===== src/rtl/mem_access_unit_if.sv =====
// Request/response and block-RAM bus bundle for mem_access_unit.
// slave = the unit itself, master = the core/requester side that also models the RAM.
interface mem_access_unit_if #(
  parameter int ADDR_WIDTH = 31,
  parameter int DATA_WIDTH = 31
);
  logic                  i_req_valid;
  logic                  o_req_ready;
  logic                  i_req_write;
  logic [2:0]            i_req_funct3;
  logic [ADDR_WIDTH:0]   i_req_addr;
  logic [DATA_WIDTH:0]   i_req_wdata;
  logic                  o_resp_valid;
  logic [DATA_WIDTH:0]   o_resp_rdata;
  logic                  o_resp_error;
  logic                  o_read_enable;
  logic [ADDR_WIDTH:0]   o_read_addr;
  logic [DATA_WIDTH:0]   i_read_data;
  logic [3:0]            o_write_enable;
  logic [ADDR_WIDTH:0]   o_write_addr;
  logic [DATA_WIDTH:0]   o_write_data;

  modport slave (
    input  i_req_valid, i_req_write, i_req_funct3, i_req_addr, i_req_wdata, i_read_data,
    output o_req_ready, o_resp_valid, o_resp_rdata, o_resp_error,
           o_read_enable, o_read_addr, o_write_enable, o_write_addr, o_write_data
  );

  modport master (
    output i_req_valid, i_req_write, i_req_funct3, i_req_addr, i_req_wdata, i_read_data,
    input  o_req_ready, o_resp_valid, o_resp_rdata, o_resp_error,
           o_read_enable, o_read_addr, o_write_enable, o_write_addr, o_write_data
  );
endinterface


===== src/rtl/mem_access_unit.sv =====
// RV32I load/store initiator for a 1-cycle-latency synchronous block RAM.
// One access in flight; every output is a register.
module mem_access_unit #(
  parameter int ADDR_WIDTH = 31,
  parameter int DATA_WIDTH = 31
) (
  input  logic               clk,
  input  logic               rst,
  input  logic               clk_en,
  mem_access_unit_if.slave   bus_io
);

  typedef enum logic [1:0] {IDLE, ISSUE, WAIT, RESP} state_e;

  state_e              state_q, state_d;
  logic                write_q, write_d;
  logic [2:0]          funct3_q, funct3_d;
  logic [1:0]          offset_q, offset_d;
  logic                req_ready_q, req_ready_d;
  logic                resp_valid_q, resp_valid_d;
  logic [DATA_WIDTH:0] resp_rdata_q, resp_rdata_d;
  logic                resp_error_q, resp_error_d;
  logic                read_enable_q, read_enable_d;
  logic [ADDR_WIDTH:0] read_addr_q, read_addr_d;
  logic [3:0]          write_enable_q, write_enable_d;
  logic [ADDR_WIDTH:0] write_addr_q, write_addr_d;
  logic [DATA_WIDTH:0] write_data_q, write_data_d;

  logic [ADDR_WIDTH:0] word_addr;
  logic                accept;

  // Invalid encodings and misalignment; unsigned sizes make no sense for stores.
  function automatic logic req_error(input logic wr, input logic [2:0] f3, input logic [1:0] off);
    logic err;
    case (f3)
      3'b000:  err = 1'b0;
      3'b001:  err = off[0];
      3'b010:  err = (off != 2'b00);
      3'b100:  err = wr;
      3'b101:  err = wr | off[0];
      default: err = 1'b1;
    endcase
    return err;
  endfunction

  function automatic logic [3:0] lane_mask(input logic [2:0] f3, input logic [1:0] off);
    logic [3:0] m;
    case (f3[1:0])
      2'b00:   m = 4'b0001 << off;
      2'b01:   m = 4'b0011 << off;
      default: m = 4'b1111;
    endcase
    return m;
  endfunction

  function automatic logic [DATA_WIDTH:0] lane_replicate(input logic [2:0] f3,
                                                         input logic [DATA_WIDTH:0] wd);
    logic [DATA_WIDTH:0] r;
    case (f3[1:0])
      2'b00:   r = {4{wd[7:0]}};
      2'b01:   r = {2{wd[15:0]}};
      default: r = wd;
    endcase
    return r;
  endfunction

  function automatic logic [DATA_WIDTH:0] load_align(input logic [DATA_WIDTH:0] raw,
                                                     input logic [2:0] f3,
                                                     input logic [1:0] off);
    logic [DATA_WIDTH:0] s;
    logic [DATA_WIDTH:0] r;
    s = raw >> {off, 3'b000};
    case (f3)
      3'b000:  r = {{(DATA_WIDTH - 7){s[7]}}, s[7:0]};
      3'b100:  r = {{(DATA_WIDTH - 7){1'b0}}, s[7:0]};
      3'b001:  r = {{(DATA_WIDTH - 15){s[15]}}, s[15:0]};
      3'b101:  r = {{(DATA_WIDTH - 15){1'b0}}, s[15:0]};
      default: r = raw;
    endcase
    return r;
  endfunction

  assign word_addr = {2'b00, bus_io.i_req_addr[ADDR_WIDTH:2]};
  assign accept    = req_ready_q & bus_io.i_req_valid;

  always_comb begin
    state_d        = state_q;
    write_d        = write_q;
    funct3_d       = funct3_q;
    offset_d       = offset_q;
    resp_valid_d   = 1'b0;
    resp_rdata_d   = resp_rdata_q;
    resp_error_d   = resp_error_q;
    read_enable_d  = 1'b0;
    read_addr_d    = read_addr_q;
    write_enable_d = 4'b0000;
    write_addr_d   = write_addr_q;
    write_data_d   = write_data_q;

    case (state_q)
      IDLE: begin
        if (accept) begin
          write_d  = bus_io.i_req_write;
          funct3_d = bus_io.i_req_funct3;
          offset_d = bus_io.i_req_addr[1:0];
          if (req_error(bus_io.i_req_write, bus_io.i_req_funct3, bus_io.i_req_addr[1:0])) begin
            state_d      = RESP;
            resp_valid_d = 1'b1;
            resp_rdata_d = '0;
            resp_error_d = 1'b1;
          end else begin
            // RAM-facing outputs are loaded here so they are live during ISSUE.
            state_d      = ISSUE;
            read_addr_d  = word_addr;
            write_addr_d = word_addr;
            if (bus_io.i_req_write) begin
              write_enable_d = lane_mask(bus_io.i_req_funct3, bus_io.i_req_addr[1:0]);
              write_data_d   = lane_replicate(bus_io.i_req_funct3, bus_io.i_req_wdata);
            end else begin
              read_enable_d = 1'b1;
            end
          end
        end
      end
      ISSUE: begin
        if (write_q) begin
          state_d      = RESP;
          resp_valid_d = 1'b1;
          resp_rdata_d = '0;
          resp_error_d = 1'b0;
        end else begin
          state_d = WAIT;
        end
      end
      WAIT: begin
        state_d      = RESP;
        resp_valid_d = 1'b1;
        resp_rdata_d = load_align(bus_io.i_read_data, funct3_q, offset_q);
        resp_error_d = 1'b0;
      end
      RESP: begin
        state_d = IDLE;
      end
      default: begin
        state_d = IDLE;
      end
    endcase

    req_ready_d = (state_d == IDLE);
  end

  always_ff @(posedge clk) begin
    if (rst) begin
      state_q        <= IDLE;
      write_q        <= 1'b0;
      funct3_q       <= 3'b000;
      offset_q       <= 2'b00;
      req_ready_q    <= 1'b0;
      resp_valid_q   <= 1'b0;
      resp_rdata_q   <= '0;
      resp_error_q   <= 1'b0;
      read_enable_q  <= 1'b0;
      read_addr_q    <= '0;
      write_enable_q <= 4'b0000;
      write_addr_q   <= '0;
      write_data_q   <= '0;
    end else if (clk_en) begin
      state_q        <= state_d;
      write_q        <= write_d;
      funct3_q       <= funct3_d;
      offset_q       <= offset_d;
      req_ready_q    <= req_ready_d;
      resp_valid_q   <= resp_valid_d;
      resp_rdata_q   <= resp_rdata_d;
      resp_error_q   <= resp_error_d;
      read_enable_q  <= read_enable_d;
      read_addr_q    <= read_addr_d;
      write_enable_q <= write_enable_d;
      write_addr_q   <= write_addr_d;
      write_data_q   <= write_data_d;
    end
  end

  assign bus_io.o_req_ready    = req_ready_q;
  assign bus_io.o_resp_valid   = resp_valid_q;
  assign bus_io.o_resp_rdata   = resp_rdata_q;
  assign bus_io.o_resp_error   = resp_error_q;
  assign bus_io.o_read_enable  = read_enable_q;
  assign bus_io.o_read_addr    = read_addr_q;
  assign bus_io.o_write_enable = write_enable_q;
  assign bus_io.o_write_addr   = write_addr_q;
  assign bus_io.o_write_data   = write_data_q;

endmodule


===== src/flat_wrapper.sv =====
// flat-port wrapper written by rule: the top's interface ports become plain ports
module mem_access_unit_flat 
#(
  parameter int ADDR_WIDTH = 31,
  parameter int DATA_WIDTH = 31
)
  (clk, rst, clk_en, bus_io_i_req_valid, bus_io_i_req_write, bus_io_i_req_funct3, bus_io_i_req_addr, bus_io_i_req_wdata, bus_io_i_read_data, bus_io_o_req_ready, bus_io_o_resp_valid, bus_io_o_resp_rdata, bus_io_o_resp_error, bus_io_o_read_enable, bus_io_o_read_addr, bus_io_o_write_enable, bus_io_o_write_addr, bus_io_o_write_data);
  mem_access_unit_if #(.ADDR_WIDTH(ADDR_WIDTH), .DATA_WIDTH(DATA_WIDTH)) bus_io_i ();
  input  logic clk;
  input  logic rst;
  input  logic clk_en;
  input wire logic [$bits(bus_io_i.i_req_valid)-1:0] bus_io_i_req_valid;
  input wire logic [$bits(bus_io_i.i_req_write)-1:0] bus_io_i_req_write;
  input wire logic [$bits(bus_io_i.i_req_funct3)-1:0] bus_io_i_req_funct3;
  input wire logic [$bits(bus_io_i.i_req_addr)-1:0] bus_io_i_req_addr;
  input wire logic [$bits(bus_io_i.i_req_wdata)-1:0] bus_io_i_req_wdata;
  input wire logic [$bits(bus_io_i.i_read_data)-1:0] bus_io_i_read_data;
  output wire logic [$bits(bus_io_i.o_req_ready)-1:0] bus_io_o_req_ready;
  output wire logic [$bits(bus_io_i.o_resp_valid)-1:0] bus_io_o_resp_valid;
  output wire logic [$bits(bus_io_i.o_resp_rdata)-1:0] bus_io_o_resp_rdata;
  output wire logic [$bits(bus_io_i.o_resp_error)-1:0] bus_io_o_resp_error;
  output wire logic [$bits(bus_io_i.o_read_enable)-1:0] bus_io_o_read_enable;
  output wire logic [$bits(bus_io_i.o_read_addr)-1:0] bus_io_o_read_addr;
  output wire logic [$bits(bus_io_i.o_write_enable)-1:0] bus_io_o_write_enable;
  output wire logic [$bits(bus_io_i.o_write_addr)-1:0] bus_io_o_write_addr;
  output wire logic [$bits(bus_io_i.o_write_data)-1:0] bus_io_o_write_data;
  assign bus_io_i.i_req_valid = bus_io_i_req_valid;
  assign bus_io_i.i_req_write = bus_io_i_req_write;
  assign bus_io_i.i_req_funct3 = bus_io_i_req_funct3;
  assign bus_io_i.i_req_addr = bus_io_i_req_addr;
  assign bus_io_i.i_req_wdata = bus_io_i_req_wdata;
  assign bus_io_i.i_read_data = bus_io_i_read_data;
  assign bus_io_o_req_ready = bus_io_i.o_req_ready;
  assign bus_io_o_resp_valid = bus_io_i.o_resp_valid;
  assign bus_io_o_resp_rdata = bus_io_i.o_resp_rdata;
  assign bus_io_o_resp_error = bus_io_i.o_resp_error;
  assign bus_io_o_read_enable = bus_io_i.o_read_enable;
  assign bus_io_o_read_addr = bus_io_i.o_read_addr;
  assign bus_io_o_write_enable = bus_io_i.o_write_enable;
  assign bus_io_o_write_addr = bus_io_i.o_write_addr;
  assign bus_io_o_write_data = bus_io_i.o_write_data;
  mem_access_unit #(.ADDR_WIDTH(ADDR_WIDTH), .DATA_WIDTH(DATA_WIDTH)) u_core (.clk(clk), .rst(rst), .clk_en(clk_en), .bus_io(bus_io_i));
endmodule

===== config.mk =====
export PLATFORM = sky130hd
export DESIGN_NAME = mem_access_unit_flat
export DESIGN_NICKNAME = d
export VERILOG_FILES = /design/src/rtl/mem_access_unit_if.sv /design/src/rtl/mem_access_unit.sv /design/src/flat_wrapper.sv
export SDC_FILE = /design/constraint.sdc
export NUM_CORES = 1
export LEC_CHECK = 0
export CORE_MARGIN = 2
export CORE_UTILIZATION = 68
export DETAILED_ROUTE_END_ITERATION = 12
export DONT_BUFFER_PORTS = 1
export PLACE_DENSITY = 0.9
export SLEW_MARGIN = 25
export SYNTH_ARGS = -nofsm -noshare
export SYNTH_HDL_FRONTEND = slang
export SYNTH_SLANG_ARGS = --single-unit

===== constraint.sdc =====
create_clock -name clk -period 5.5 [get_ports clk]
set_input_delay 1.375 -clock clk [delete_from_list [all_inputs] [get_ports clk]]
set_output_delay 1.375 -clock clk [all_outputs]
set_load 0.005 [all_outputs]

==> run_results.csv, run 1 <==
group,metric,value,unit
synthesis,synth.yosys.warnings,0,
drt,drt-vias-per-instance,6.39,
floorplan,area_inside_the_core_boundary,7770,µm²
finish,finish.instance_area,5340,µm²
critical_path,cpMaxStageDelayCell,"sky130_fd_sc_hd__o21a_1",
synthesis,largest_area_contributor_in_the_synthesized_netlist,"sky130_fd_sc_hd__dfxtp_1",
timing,clock_skew,0.0119,ns
global_routing,grt_pass1_wl,20300,µm
global_routing,antenna_found_initial,0,
finish,nets,693,
timing,timing.final.setup_violations,0,
drt,routed-via-count,4417,
timing,relSlewSlack,35.0,%
drt,wl_per_cell,19.2,µm
worst_hold_path,hp-start,"u_core.bus_io.o_resp_rdata[19]$_SDFFE_PP0P_",
timing,final_hold_viol_count,0,
drt,drt_iter0_markers,240,
cts,cts_post_setup_buffers_inserted,0,
synthesis,async_flop_share,0,%
synthesis,synthDistinctLibCells,52,
synthesis,sequential_element_share_of_the_synthesized_area,40.2,%
timing,finalWorstPathRequiredPeriod,2.86,ns
global_routing,overflow,0,
critical_path,critical_path.endpoint_type,"register",
outcome,status,"finished, final reports clean",
finish,layout_commonest_cell,"sky130_fd_sc_hd__nand2_1",
worst_hold_path,hp-class,"register to register",
synthesis,avg_inst_size_synth,8.45,µm²
drt,drtAntennaViolNets,0,
floorplan,fp-row-count,32,
pwr,powerDensity,313,nW/µm²
floorplan,design.die.area,8800,µm²
synthesis,post_synthesis_instance_area,5480,µm²
placed_design,port-buffer-count,0,
flow_run,max_cap_violations,0,
cts,clk_path_buf_depth,2,
timing,slew_viol_final,0,
finish,layout-drive-gt1-share,5.60,%
critical_path,critical_path.startpoint_type,"primary input",
cts,post_cts_resize_count,0,
drt,drt_pass1_iterations,5,
floorplan,die_width,93.8,µm
critical_path,path_class,"primary input to register",
timing,rsz0062_at_grt,"no",
synthesis,netlist_top_cells_area,"sky130_fd_sc_hd__dfxtp_1 (40%), sky130_fd_sc_hd__nand2_1 (9.0%), sky130_fd_sc_hd__a21oi_1 (6.2%)",
floorplan,initial_utilization,70.6,%
timing,finalSetupTns,0,ns
timing,achievable-frequency,0.350,GHz
timing,layout_worst_path_cycle_share,52.0,%
global_routing,first_global_vias,4040,
finish,antenna_cells,0,
pwr,cellLeakagePower,1.80,nW
cts,cts_htree_levels,3,
cts,cts_made_buffers,9,
critical_path,worst_ep_arrival_time,3.15,ns
finish,most-common-layout-cells,"sky130_fd_sc_hd__nand2_1 (131), sky130_fd_sc_hd__dfxtp_1 (110), sky130_fd_sc_hd__a21oi_1 (68)",
critical_path,rr_startpoint,"u_core.offset_q[1]$_SDFFE_PP0P_",
critical_path,worst_stage_delay_on_the_critical_path,0.84,ns
cts,tritoncts,"built",
critical_path,timing.critical_path.required,5.79,ns
global_routing,grt_util_all_layers,29.1,%
synthesis,synth_enable_flop_cells,0,
finish,area.growth.synth_to_final,-2.56,%
cts,cts.reportedPaths.clkPinSlew,0.09,ns
cts,holdBufCountCts,0,
pwr,peakVddDrop,0.000226,V
synthesis,yosys.area.top_type_share,40.2,%
critical_path,critical_path.cell_chain,"nor4_4, o21a_1, nand2_1, a21oi_1",
floorplan,ioPinCount,240,
floorplan,dieHeight,93.8,µm
synthesis,synth_seq_cells,110,
cts,clock_tree_sinks,110,
synthesis,ys_dominant_reg_cell,"sky130_fd_sc_hd__dfxtp_1",
global_routing,grt_max_degree,90,
drt,drcViolationCount,0,
placed_design,dpl-instance-area,5160,µm²
timing,worst_slew_pin_slew,0.975,ns
critical_path,crit_start,"bus_io_i_req_addr[1]",
cts,clock_insertion_delay_worst_skew,0.37,ns
synthesis,syn-instance-count,649,
drt,postRouteWirelength,13300,µm
placed_design,finalWeightedCongestion,0.819,
placed_design,detailed_place_hpwl,9550,µm
critical_path,critical_path_peak_fanout,30,
cts,cts_root_buf,"sky130_fd_sc_hd__clkbuf_8",
registers in the layout, indices dropped and copies added, names as in the netlist:
name,count
u_core.bus_io.o_write_data,32
u_core.bus_io.o_req_ready,1
u_core.bus_io.o_read_addr,30
u_core.bus_io.o_write_enable,4
u_core.write_q,1
u_core.bus_io.o_read_enable,1
u_core.offset_q,2
u_core.bus_io.o_resp_rdata,32
u_core.funct3_q,3
u_core.bus_io.o_resp_valid,1
u_core.bus_io.o_resp_error,1
u_core.state_q,2
final cells by class:
type	instances	area, µm²
multi-input cells	435	2720
fillers	617	2420
flip-flops and latches	110	2200
clock buffers	12	145
well taps	102	128
inverters	24	90.1
clock inverters	4	30.0
repair buffers	4	30.0
path summary, 6_finish.rpt:
path / endpoint / slack (ns) / cells after the start
worst max-delay path: u_core.bus_io.o_read_addr[29]$_SDFFE_PP0P_ / 2.64 / 4
worst max register to register: u_core.bus_io.o_resp_rdata[23]$_SDFFE_PP0P_ / 2.69 / 4
worst min-delay path: u_core.bus_io.o_resp_rdata[19]$_SDFFE_PP0P_ / 0.48 / 2
worst min register to register: u_core.bus_io.o_resp_rdata[19]$_SDFFE_PP0P_ / 0.48 / 2
cell usage after synthesis, drive strengths merged, types with 6 or more instances:
cell type,instances
o21a,9
a211oi,10
o211a,7
a22o,6
inv,24
a311oi,10
nor2,25
clkbuf,26
o32ai,16
mux2i,31
o21ai,31
buf,57
nand2,131
nor2b,19
o2111ai,7
o31ai,7
nand3b,8
a2bb2oi,6
dfxtp,110
a21oi,69
through the flow:
step,hold slack [ns],utilization [%],worst slack [ns],power (W),cells
global placement,0.459,66.4,2.48,0.00121,675
detailed placement,0.464,66.4,2.33,0.00123,675
floorplan,0.449,-,2.71,0.00120,652
CTS,0.479,68.7,2.71,0.00167,691
global route,0.502,68.8,2.50,0.00175,691
finish,0.477,68.8,2.64,0.00167,691
cell families after synthesis:
logic type	count (synthesis)	share of synthesized area (%)
adder cells (fa/ha/maj)	5	1.14
other	1	0.0684
buffers and inverters	107	10.7
flip-flops	110	40.2
AO/OA/AOI/OAI	195	25.1
AND/OR/NAND/NOR	199	16.8
multiplexers	32	6.07
critical path, delay by kind of cell:
| family | cells | cell delay [ns] |
|---|---|---|
| simple gates | 2 | 0.74 |
| compound gates | 2 | 1.01 |
routing by layer:
| layer | vias to the layer above | wire length (µm) | global-route usage (%) |
|---|---|---|---|
| met4 | 0 | 193 | 9.06 |
| met2 | 245 | 6590 | 49.2 |
| met5 | - | 0 | 0 |
| li1 | 2102 | - | - |
| met3 | 17 | 1510 | 11.3 |
| met1 | 2053 | 5000 | 33.9 |
report_power, final:
group | switching [W] | leakage, nW | internal, W | total [W]
clock network | 0.000270 | 0.0870 | 0.000180 | 0.000450
logic | 0.000210 | 0.831 | 0.000138 | 0.000349
registers | 0.0000417 | 0.887 | 0.000829 | 0.000871
(Power assumes the default switching activity.)
==> run 2, diff against run 1 <==
CORE_UTILIZATION = 63   (was 68)
PLACE_DENSITY = 0.85   (was 0.9)
clock period = 2.7 ns   (was 5.5 ns; I/O delays follow)
==> run_results.csv, run 2 (synthesized netlist as in run 1, its figures left out) <==
group,metric,value,unit
critical_path,critical_path_peak_fanout,52,
worst_hold_path,hp-start,"rst",
cts,cts_made_buffers,9,
timing,achievable-frequency,0.449,GHz
finish,multi_input_area,2720,µm²
cts,clk_path_buf_depth,2,
pwr,internal-power,0.00238,W
timing,slew_viol_final,0,
pwr,comb_power_share,20.9,%
floorplan,ioPinCount,240,
finish,most-common-layout-cells,"sky130_fd_sc_hd__nand2_1 (131), sky130_fd_sc_hd__dfxtp_1 (110), sky130_fd_sc_hd__a21oi_1 (68)",
pwr,peakVddDrop,0.000325,V
cts,post_cts_resize_count,0,
outcome,status,"finished, final reports clean",
finish,layout_commonest_cell,"sky130_fd_sc_hd__nand2_1",
cts,holdBufCountCts,0,
finish,final-seq-area,2200,µm²
critical_path,critical_path.cell_chain,"inv_1, ha_1, and4_1, o211a_1, buf_12, nor2_1, a311oi_1",
critical_path,rr_startpoint,"u_core.state_q[0]$_SDFFE_PP0P_",
timing,final.hold.worst_slack,0.367,ns
timing,rsz0062_at_grt,"no",
floorplan,dieHeight,97.3,µm
cts,cts_root_buf,"sky130_fd_sc_hd__clkbuf_8",
worst_hold_path,hold-path-cell-count,1,
finish,layout-drive-gt1-share,6.58,%
placed_design,detailed_place_hpwl,9450,µm
finish,fin_cells,701,
finish,nets,697,
global_routing,grt_pass1_wl,21100,µm
finish,antenna_cells,0,
placed_design,placed_cells_incl_taps,685,
cts,cts_htree_levels,3,
floorplan,die_width,97.3,µm
global_routing,grt_max_degree,90,
critical_path,critical_path.endpoint_type,"register",
worst_hold_path,worst_hold_path.endpoint,"u_core.bus_io.o_resp_rdata[5]$_SDFFE_PP0P_",
flow_run,max_cap_violations,0,
drt,drt-vias-per-instance,6.26,
finish,finish.instance_area,5410,µm²
critical_path,path_class,"register to register",
pwr,switching_share,31.5,%
pwr,powerDensity,642,nW/µm²
critical_path,r2r_setup_slack,0.47,ns
global_routing,first_global_vias,4206,
finish,fill_cells,748,
critical_path,timing.critical_path.required,2.97,ns
cts,tritoncts,"built",
drt,drtAntennaViolNets,0,
critical_path,crit-reg2reg-capture,"u_core.bus_io.o_write_data[13]$_SDFFE_PP0P_",
drt,wl_per_cell,18.7,µm
timing,finalSetupTns,0,ns
drt,postRouteWirelength,13100,µm
timing,timing.final.setup_violations,0,
timing,relSlewSlack,50.3,%
critical_path,worst_ep_arrival_time,2.49,ns
critical_path,worst_stage_delay_on_the_critical_path,0.48,ns
floorplan,area_inside_the_core_boundary,8590,µm²
timing,final_hold_viol_count,0,
timing,clock_skew,0.0124,ns
timing,layout_worst_path_cycle_share,82.4,%
pwr,share_clk_of_total_power,28.1,%
drt,drt_iter0_markers,113,
drt,routed-via-count,4390,
critical_path,worst-r2r-cell-count,7,
critical_path,cpMaxStageDelayCell,"sky130_fd_sc_hd__and4_1",
pwr,seq_power_share,51.0,%
pwr,cellLeakagePower,1.84,nW
critical_path,critical_path.startpoint_type,"register",
drt,drcViolationCount,0,
floorplan,fp-row-count,34,
timing,worst_slew_pin_slew,0.743,ns
pwr,netSwitchingPower,0.00109,W
worst_hold_path,hp-class,"primary input to register",
global_routing,antenna_found_initial,0,
timing,finalWorstPathRequiredPeriod,2.23,ns
cts,cts_post_setup_buffers_inserted,0,
drt,drt_pass1_iterations,4,
floorplan,design.die.area,9470,µm²
cts,cts.reportedPaths.clkPinSlew,0.10,ns
placed_design,finalWeightedCongestion,0.909,
global_routing,grt_util_all_layers,27.0,%
timing,finalWorstSetupSlack,0.475,ns
cts,clock_tree_sinks,110,
cts,clock_insertion_delay_worst_skew,0.37,ns
finish,area.growth.synth_to_final,-1.32,%
floorplan,initial_utilization,63.8,%
placed_design,dpl-instance-area,5210,µm²
placed_design,port-buffer-count,0,
placed_design,preCtsSetupSlack,0.332,ns
global_routing,overflow,0,
==> run 2: cell count changes in the layout (fill, tap and decap cells not counted), sizes merged <==
cell    change
buf         +4
clkbuf      -1
inv         +1
==> run 2: final cells by class <==
class                      count  area share (%)
clock buffer                  11            2.80
clock inverter                 5           0.763
inverter                      24            1.67
multi-input combinational    435            50.2
sequential                   110            40.7
tap                          108            2.50
timing repair buffer           8            1.34
==> run 2: worst max path at each step <==
| stage | slack (ns) | from | endpoint | cells past startpoint |
|---|---|---|---|---|
| after global placement | 0.47 | bus_io_i_req_valid | u_core.bus_io.o_resp_rdata[20]$_SDFFE_PP0P_ | 4 |
| after floorplan | 0.61 | bus_io_i_read_data[31] | u_core.bus_io.o_resp_rdata[22]$_SDFFE_PP0P_ | 5 |
| after detailed placement | 0.33 | bus_io_i_req_valid | u_core.bus_io.o_resp_rdata[24]$_SDFFE_PP0P_ | 4 |
| final | 0.47 | u_core.state_q[0]$_SDFFE_PP0P_ | u_core.bus_io.o_write_data[13]$_SDFFE_PP0P_ | 7 |
| after CTS | 0.50 | u_core.bus_io.o_req_ready$_SDFFE_PP0P_ | u_core.bus_io.o_resp_rdata[24]$_SDFFE_PP0P_ | 4 |
| after global routing | 0.26 | u_core.state_q[1]$_SDFFE_PP0P_ | u_core.bus_io.o_write_data[9]$_SDFFE_PP0P_ | 7 |
==> run 2: stage by stage <==
stage / utilization [%] / power [W]
2_1_floorplan: - / 0.00244
3_3_place_gp: 60.6 / 0.00249
3_5_place_dp: 60.6 / 0.00252
4_1_cts: 62.9 / 0.00349
5_1_grt: 63.0 / 0.00362
6_report: 63.0 / 0.00347
==> run 2: per-layer routing <==
metal	wire length [µm]	up-vias	global-route usage, %	part of all wire, %
met2	6500	188	46.3	50
met5	0	-	0	0
met4	235	0	9.19	1.8
met3	1230	22	8.49	9.4
met1	5150	2073	32.2	39
li1	-	2107	-	-
==> run 2: critical path: cells and delay by family (launching register included) <==
kind / cells / cell delay, ns
AOI/OAI and AO/OA: 2 / 0.52
adders and majority gates: 1 / 0.31
buffers and inverters: 2 / 0.37
DFF: 1 / 0.36
and+or+nand+nor: 2 / 0.55
==> run 2: power groups by stage <==
stage               clock (W)  combinational (W)  sequential, W
floorplan                   0           0.000664        0.00178
global placement            0           0.000687        0.00180
detailed placement          0           0.000716        0.00181
CTS                  0.000998           0.000722        0.00177
global route          0.00104           0.000802        0.00178
finish               0.000976           0.000726        0.00177
